### config.mk
export PLATFORM = sky130hd
export DESIGN_NAME = nxs_nonce_collector
export DESIGN_NICKNAME = d
export VERILOG_FILES = /design/src/rtl/nxs_pkg.sv /design/src/rtl/nxs_found_fifo.sv /design/src/rtl/nxs_nonce_collector.sv
export SDC_FILE = /design/constraint.sdc
export NUM_CORES = 1
export LEC_CHECK = 0
export ABC_CLOCK_PERIOD_IN_PS = 3110
export CAP_MARGIN = 5
export CORE_MARGIN = 2
export CORE_UTILIZATION = 35
export CTS_CLUSTER_SIZE = 16
export DETAILED_ROUTE_END_ITERATION = 10
export GPL_TIMING_DRIVEN = 1
export HOLD_SLACK_MARGIN = 0.03
export PLACE_DENSITY_LB_ADDON = 0.3
export SLEW_MARGIN = 0
export SYNTH_ARGS = -nofsm -noshare
export SYNTH_HDL_FRONTEND = slang
export SYNTH_HIERARCHICAL = 1
export SYNTH_SLANG_ARGS = --single-unit
### constraint.sdc
create_clock -name clk -period 3.11 [get_ports clk]
set_input_delay 0.622 -clock clk [delete_from_list [all_inputs] [get_ports clk]]
set_output_delay 0.622 -clock clk [all_outputs]
set_load 0.03 [all_outputs]
### src/rtl/nxs_pkg.sv
// Shared types and constants for the SK1024 nonce path.
// Used by the dispatch side, the collector and the benches.
package nxs_pkg;

  localparam int NONCE_W = 64;
  localparam int QWORD_W = 64;

  localparam int SKEIN_BLK_STAGES  = 2;
  localparam int KECCAK_BLK_STAGES = 3;
  localparam int TOTAL_STAGES =
    SKEIN_BLK_STAGES + KECCAK_BLK_STAGES;

  typedef enum logic {
    IDLE = 1'b0,
    RUN  = 1'b1
  } nxs_state_e;

endpackage

### src/rtl/nxs_found_fifo.sv
// Found-nonce FIFO with the head held in a register.
// Shift-down storage: entry 0 is always the head.
module nxs_found_fifo
  import nxs_pkg::*;
#(
  parameter int WIDTH = 64,
  parameter int DEPTH = 4
) (
  input  logic             clk,
  input  logic             nHashRst,
  input  logic             push,
  input  logic [WIDTH-1:0] din,
  input  logic             pop,
  output logic [WIDTH-1:0] dout,
  output logic             full,
  output logic             empty
);

  localparam int AW = $clog2(DEPTH);
  localparam int CW = AW + 1;

  logic [WIDTH-1:0] mem_q [DEPTH];
  logic [WIDTH-1:0] mem_d [DEPTH];
  logic [CW-1:0]    cnt_q;
  logic [CW-1:0]    cnt_d;
  logic [CW-1:0]    wr_idx;
  logic             do_pop;
  logic             do_push;

  assign full  = (cnt_q == CW'(DEPTH));
  assign empty = (cnt_q == '0);
  assign dout  = mem_q[0];

  // Shift on pop, then append at the first free slot.
  always_comb begin
    mem_d   = mem_q;
    cnt_d   = cnt_q;
    do_pop  = pop && !empty;
    do_push = push && (!full || do_pop);
    wr_idx  = do_pop ? cnt_q - CW'(1) : cnt_q;
    if (do_pop) begin
      for (int i = 0; i < DEPTH - 1; i++)
        mem_d[i] = mem_q[i+1];
    end
    if (do_push)
      mem_d[wr_idx[AW-1:0]] = din;
    if (do_push && !do_pop)
      cnt_d = cnt_q + CW'(1);
    else if (do_pop && !do_push)
      cnt_d = cnt_q - CW'(1);
  end

  // Storage and fill-level registers.
  always_ff @(posedge clk or negedge nHashRst) begin
    if (!nHashRst) begin
      cnt_q <= '0;
      for (int i = 0; i < DEPTH; i++)
        mem_q[i] <= '0;
    end else begin
      cnt_q <= cnt_d;
      for (int i = 0; i < DEPTH; i++)
        mem_q[i] <= mem_d[i];
    end
  end

endmodule

### src/rtl/nxs_nonce_collector.sv
// SK1024 tail: pairs results with nonces, queues hits.
// RESULT_QWORD_CAPTURE_EN adds found_qword to each entry.
module nxs_nonce_collector
  import nxs_pkg::*;
#(
  parameter int ZERO_BITS  = 32,
  parameter int FIFO_DEPTH = 4
) (
  input  logic               clk,
  input  logic               nHashRst,
  input  logic               start,
  input  logic               stop,
  input  logic [NONCE_W-1:0] base_nonce,
  input  logic               res_valid,
  input  logic [QWORD_W-1:0] res_qword,
  output logic               found_valid,
  input  logic               found_ready,
  output logic [NONCE_W-1:0] found_nonce,
`ifdef RESULT_QWORD_CAPTURE_EN
  output logic [QWORD_W-1:0] found_qword,
`endif
  output logic [63:0]        hash_count,
  output logic               overflow,
  output logic               running
);

`ifdef RESULT_QWORD_CAPTURE_EN
  localparam int FW = QWORD_W + NONCE_W;
`else
  localparam int FW = NONCE_W;
`endif

  nxs_state_e         state_q, state_d;
  logic [NONCE_W-1:0] ctr_q, ctr_d;
  logic [63:0]        cnt_q, cnt_d;
  logic               ovf_q, ovf_d;
  logic               s1_hit_q, s1_hit_d;
  logic [NONCE_W-1:0] s1_nonce_q, s1_nonce_d;
  logic [QWORD_W-1:0] s1_qword_q, s1_qword_d;
  logic [FW-1:0]      fifo_din;
  logic [FW-1:0]      fifo_dout;
  logic               fifo_full;
  logic               fifo_empty;
  logic               fifo_pop;
  logic               fifo_drop;
  logic               hit;
  logic               accept;

  assign hit = (res_qword[QWORD_W-1 -: ZERO_BITS] == '0);
  assign fifo_pop  = found_ready && !fifo_empty;
  assign fifo_drop = s1_hit_q && fifo_full && !fifo_pop;

`ifdef RESULT_QWORD_CAPTURE_EN
  assign fifo_din    = {s1_qword_q, s1_nonce_q};
  assign found_qword = fifo_dout[FW-1 -: QWORD_W];
`else
  assign fifo_din    = s1_nonce_q;
`endif

  assign found_nonce = fifo_dout[NONCE_W-1:0];
  assign found_valid = !fifo_empty;
  assign hash_count  = cnt_q;
  assign overflow    = ovf_q;
  assign running     = (state_q == RUN);

  // Next state, nonce tracking and stage-1 capture.
  always_comb begin
    state_d    = state_q;
    ctr_d      = ctr_q;
    cnt_d      = cnt_q;
    ovf_d      = ovf_q;
    s1_hit_d   = 1'b0;
    s1_nonce_d = s1_nonce_q;
    s1_qword_d = s1_qword_q;
    accept = (state_q == RUN) && res_valid
             && !start && !stop;
    if (accept) begin
      s1_hit_d   = hit;
      s1_nonce_d = ctr_q;
      s1_qword_d = res_qword;
      ctr_d      = ctr_q + NONCE_W'(1);
      cnt_d      = cnt_q + 64'd1;
    end
    if (start) begin
      state_d = RUN;
      ctr_d   = base_nonce;
      cnt_d   = '0;
      ovf_d   = 1'b0;
    end else if (stop) begin
      state_d = IDLE;
    end
    if (fifo_drop)
      ovf_d = 1'b1;
  end

  // Control and stage-1 registers.
  always_ff @(posedge clk or negedge nHashRst) begin
    if (!nHashRst) begin
      state_q    <= IDLE;
      ctr_q      <= '0;
      cnt_q      <= '0;
      ovf_q      <= 1'b0;
      s1_hit_q   <= 1'b0;
      s1_nonce_q <= '0;
      s1_qword_q <= '0;
    end else begin
      state_q    <= state_d;
      ctr_q      <= ctr_d;
      cnt_q      <= cnt_d;
      ovf_q      <= ovf_d;
      s1_hit_q   <= s1_hit_d;
      s1_nonce_q <= s1_nonce_d;
      s1_qword_q <= s1_qword_d;
    end
  end

  nxs_found_fifo #(
    .WIDTH (FW),
    .DEPTH (FIFO_DEPTH)
  ) u_fifo (
    .clk      (clk),
    .nHashRst (nHashRst),
    .push     (s1_hit_q),
    .din      (fifo_din),
    .pop      (fifo_pop),
    .dout     (fifo_dout),
    .full     (fifo_full),
    .empty    (fifo_empty)
  );

endmodule
Word level (Yosys, flattened, before mapping)
Index checks and enable logic that the tools add are counted.

Bits of input ports: 134. Bits in registers: 454.

Bitwise gates (word level): 1. Equal/unequal tests: 1. $add $sub $neg: 4. Magnitude comparators: 2. Reductions and logical operators: 25. Muxes and demuxes: 17.

Operator list (number): $mux 64 (5); $bwmux 256 (1); $mux 256 (1); $mux 192 (1); $add 64x1->64 const B (2); $demux 64 s2 (1); $logic_not 32->1 (1); $logic_and 1x1->1 (11); $reduce_bool 2->1 (4); $logic_not 1->1 (7); $mux 3 (2); $mux 1 (5); $add 3x1->3 const B (1); $eq 3x3->1 const B (1); $ge 3x3->1 const B (1); $logic_not 3->1 (1); $lt 3x1->1 const B (1); $not 2->3 (1); $sub 3x1->3 const B (1); $mux 2 (1); $logic_or 1x1->1 (1).

Depth between registers and ports, before layout
Depth in word-level cells: 12. Gate-level depth with buffers: 13. Mapped depth without buffers: 10.

Hierarchy
The synthesis kept the hierarchy.

Modules (own cells, without submodules): nxs_found_fifo (times used 1, cells each 958, area an instance 11783.8 µm²); nxs_nonce_collector (times used 1, cells each 1025, area an instance 9890.7 µm²).

Worst setup path after synthesis
OpenSTA, ideal clock, no wires.

Kind: reg2reg. Start point: register u_fifo.cnt_q[0]. End point: register (tool-made name). Path slack: 428 ps. Library setup time: 125 ps. Period minus slack after synthesis: 2682 ps. Data required time: 2985 ps. Cell stages (with the launch flop): 13. Arrival time: 2557 ps. Cells stage by stage: dfrtp_1 buf_2 inv_1 ha_1 nand2b_4 inv_1 nor2b_1 buf_2 mux2i_1 and3_4 o21ai_4 buf_6 mux2_2.

RTL lines: start, declared (RTL line nxs_found_fifo.sv:24) `logic [CW-1:0] cnt_q;`; start signal, assigned (RTL line nxs_found_fifo.sv:60) `cnt_q <= cnt_d;`.

==> flow_results.org <==
** Timing
- In this run the tightest slew margin relative to its limit is 35.6%.
- Final hold slack :: 0.505 ns
- Derived from the worst setup path, the maximum achievable clock frequency is 351 MHz.
- Setup violations remaining at the end of the flow were counted as 0.
- The final max-slew violation count was 0.
- For the pin with the worst max-slew slack, the measured transition is 0.966 ns.
- Number of hold-slack violations in the final timing report :: 0
- Unrepaired setup endpoints after global routing :: false
- Final worst-path cycle share :: 91.5%
- The routed design could run at a clock period as short as 2.85 ns.
- Worst Clk Skew :: 0.0266 ns

** Clocking
- Clock tree buffer depth :: 3
- TritonCTS buffer count :: 51
- Clock-pin slew was measured on the worst setup and hold paths at 0.06 ns.
- TritonCTS clock tree :: done
- CTS sink count :: 454
- CTS built an H-tree with a depth of 2.
- Clk Latency, worst-skew pair :: 0.62 ns
- CTS Root Cell :: clkbuf_16

** Worst setup path
- Largest fanout on the critical path :: 38
- Critical path type :: reg -> reg
- Setup crit end kind :: flop
- STA classifies the critical path startpoint as a flop.
- Worst path arrival time :: 3.33 ns
- Endpoint required time on the critical path :: 3.59 ns

** Logic synthesis
- In the synthesized netlist the dominant register cell turns out to be dfrtp_1.
- Number of flip-flops and latches in the synthesized netlist :: 454
- Total standard cell area after synthesis :: 21700 um2
- Summed over its instances, the top area cell type makes up 52.4% of the synthesized netlist area.
- Count of different cell masters after synthesis :: 63
- Of all flip-flops after synthesis, the portion carrying an async set or reset was 100%.
- Synthesis handed over a netlist of 1983 instances.
- For this run, the register share of the synthesized area comes to 52.4%.
- Yosys mapped a number of flops with a built-in enable equal to 0.
- Yosys attributes the largest share of cell area to dfrtp_1, o221a_2, mux2_2.
- A synthesized cell averages 10.9 um2.
- Warning count from the yosys run :: 6
- When the netlist entered floorplanning its net count stood at 2123.
- Of all cell types, the one taking the most synthesized area is dfrtp_1.

** Floorplanning
- Starting Density :: 35.3%
- Core area :: 61500 um2
- From left edge to right edge, the die measures 253 um.
- For this design the top-level I/O count stands at 265.
- Die boundary height :: 253 um
- Cell row count :: 91
- The die covers 63900 um2.

** Placed design
- The congestion estimate from routability-driven global placement came to 0.910.
- Summed over all nets, the half-perimeter wirelength after detailed placement is 42000 um.
- Count of port buffers added during placement :: 232
- Count of placed standard cells including taps :: 2867

** Drt
- In this run the remaining antenna-violating nets after routing total 0.
- Via count of the routed design :: 16500
- Drt first-iter violations :: 1272
- For this block, the routed nets add up to 62500 um of wire.
- Final routed DRC violation total :: 0
- The first detailed-routing pass took 5 iterations.
- WL per Instance :: 21.1 um
- After detailed routing, the number of vias per cell comes to 5.56.

** Pwr
- Cell area power density :: 516 nW/um2
- The completed layout was analyzed and its total power is 13.6 mW.
- IR Drop Worst-Case VDD :: 0.000506 V
- The analysis attributes to cell leakage a power of 10.1 nW.

** Layout
- Most common cell after layout, fill and taps aside :: dfrtp_1
- Share of final-layout standard cells stronger than drive strength 1 :: 22.3%
- After the flow finishes, the layout carries non-filler instances totaling 2962.
- Total Nets Final :: 2271
- Commonest cells after routing, fill and taps aside :: dfrtp_1, nand2_1, clkdlybuf4s50_1, o221a_2, mux2_2
- Area delta synth->final :: 21.7%
- Fillers :: 5809

** GRT
- Remaining Overflow, GRT :: 0
- For met3 alone, demand over resource in global routing was 5.12%.
- Number of global-route vias before repair :: 16500
- The number of antenna violations at the first check in global routing came to 15.
- Pin count of the biggest net entering global routing :: 164
- Global routing consumed, over all layers together, 19.5% of the routing resources.
- Gr busiest metal :: met2
- For this run, global-route usage on met2 was measured as 29.9%.
- The first global-routing pass estimated 98400 um of wire.
- Global-route met1 utilization :: 27.0%

** Status
- Status :: finished clean

** Run
- Across the run, the number of max-cap violations was 0.

** Min path
- Worst hold path type :: reg -> reg
path summary, 6_finish.rpt:
check | from | endpoint | slack [ns] | cells after the start
min reg2reg | flop | flop | 0.51 | 1
min in group asynchronous | nHashRst | hash_count[47] | 0.56 | 2
max in group asynchronous | nHashRst | u_fifo/dout[40] | 1.70 | 3
max reg2reg | u_fifo/cnt_q[1] | flop | 0.26 | 11
max | u_fifo/cnt_q[1] | flop | 0.26 | 11
min | flop | flop | 0.51 | 1
synthesized netlist by cell type, types with 2 or more instances:
| library cell | number |
|---|---|
| buf_4 | 64 |
| mux2_2 | 105 |
| xor2_1 | 36 |
| and2_1 | 6 |
| nor2b_1 | 75 |
| a22oi_1 | 4 |
| xnor2_1 | 28 |
| buf_1 | 11 |
| nor3_1 | 20 |
| or3_1 | 23 |
| nand2b_1 | 2 |
| buf_6 | 5 |
| nor4_1 | 31 |
| nand4_1 | 60 |
| mux2i_1 | 7 |
| a31o_2 | 2 |
| ha_1 | 6 |
| a21o_1 | 3 |
| or4_1 | 36 |
| o21ai_0 | 64 |
| buf_2 | 52 |
| nand4b_1 | 2 |
| a31oi_1 | 19 |
| o221a_2 | 192 |
| inv_1 | 26 |
| clkbuf_2 | 3 |
| mux2_4 | 17 |
| o31ai_1 | 32 |
| a21oi_1 | 40 |
| and4_1 | 13 |
| nor2_1 | 73 |
| and3_1 | 14 |
| dfrtp_1 | 454 |
| nand2_1 | 302 |
| clkbuf_1 | 67 |
| a32o_1 | 3 |
| nand4bb_1 | 2 |
| a221o_1 | 4 |
| o31a_1 | 2 |
| nand3_1 | 55 |
where the power goes:
group | internal (mW) | switching, mW | total [mW]
clock network | 3.56 | 2.53 | 6.09
logic | 0.449 | 0.392 | 0.841
registers | 6.24 | 0.433 | 6.67
total | 10.2 | 3.36 | 13.6
final cells by class:
class	instances	area, um2	share of cell area (%)
Antenna cell	2	5.00	0.0190
Sequential cell	454	11400	43.1
Inverter	26	97.6	0.370
Clock buffer	73	1470	5.57
Timing Repair Buffer	298	3080	11.7
Tap cell	790	988	3.75
Clock inverter	19	243	0.920
Multi-Input combinational cell	1300	9150	34.7
worst max-delay path, stage by stage (launching register included):
cell	delay [ns]
dfrtp_2	0.47
inv_1	0.12
ha_1	0.26
nand2b_4	0.13
inv_1	0.10
nor2b_1	0.14
buf_4	0.19
mux2i_1	0.15
and3_4	0.23
o21ai_4	0.21
buf_12	0.30
mux2_2	0.37
per-stage QoR:
stage               cell area [um2]  setup slack [ns]  util [%]  setup TNS, ns
floorplan                     21700             0.428         -              0
global placement              24700            0.0397      40.1              0
detailed placement            24700           -0.0278      40.1        -0.0379
CTS                           26400            0.0411      42.9              0
global route                  26400            0.0636      42.9              0
finish                        26400             0.264      42.9              0
logic make-up (layout without fill, tap and decap cells):
| family | Yosys count | count (layout) | share of synthesized area, % |
|---|---|---|---|
| DFF | 454 | 454 | 52.4 |
| xor gates and xnor gates | 64 | 64 | 2.59 |
| buffers and inverters | 229 | 416 | 5.62 |
| AOI/OAI and AO/OA | 373 | 373 | 15.1 |
| and+or+nand+nor | 728 | 728 | 17.0 |
| other | 0 | 2 | 0 |
| adders and majority gates | 6 | 6 | 0.346 |
| muxes | 129 | 129 | 6.96 |
routing by layer:
| metal | wire, um | vias to the layer above | part of all wire (%) |
|---|---|---|---|
| li1 | - | 7556 | - |
| met1 | 28400 | 8307 | 45 |
| met2 | 28000 | 447 | 45 |
| met3 | 4160 | 130 | 6.7 |
| met4 | 1760 | 26 | 2.8 |
| met5 | 182 | - | 0.29 |
repair_timing:
action	in CTS	in global routing
resized for setup	1	1
setup endpoints to repair	1	1
hold endpoints to repair	3	0
pin swaps	0	0
buffers inserted	0	0
hold buffers	1	0
No activity file was read; power rests on OpenSTA's default activity.
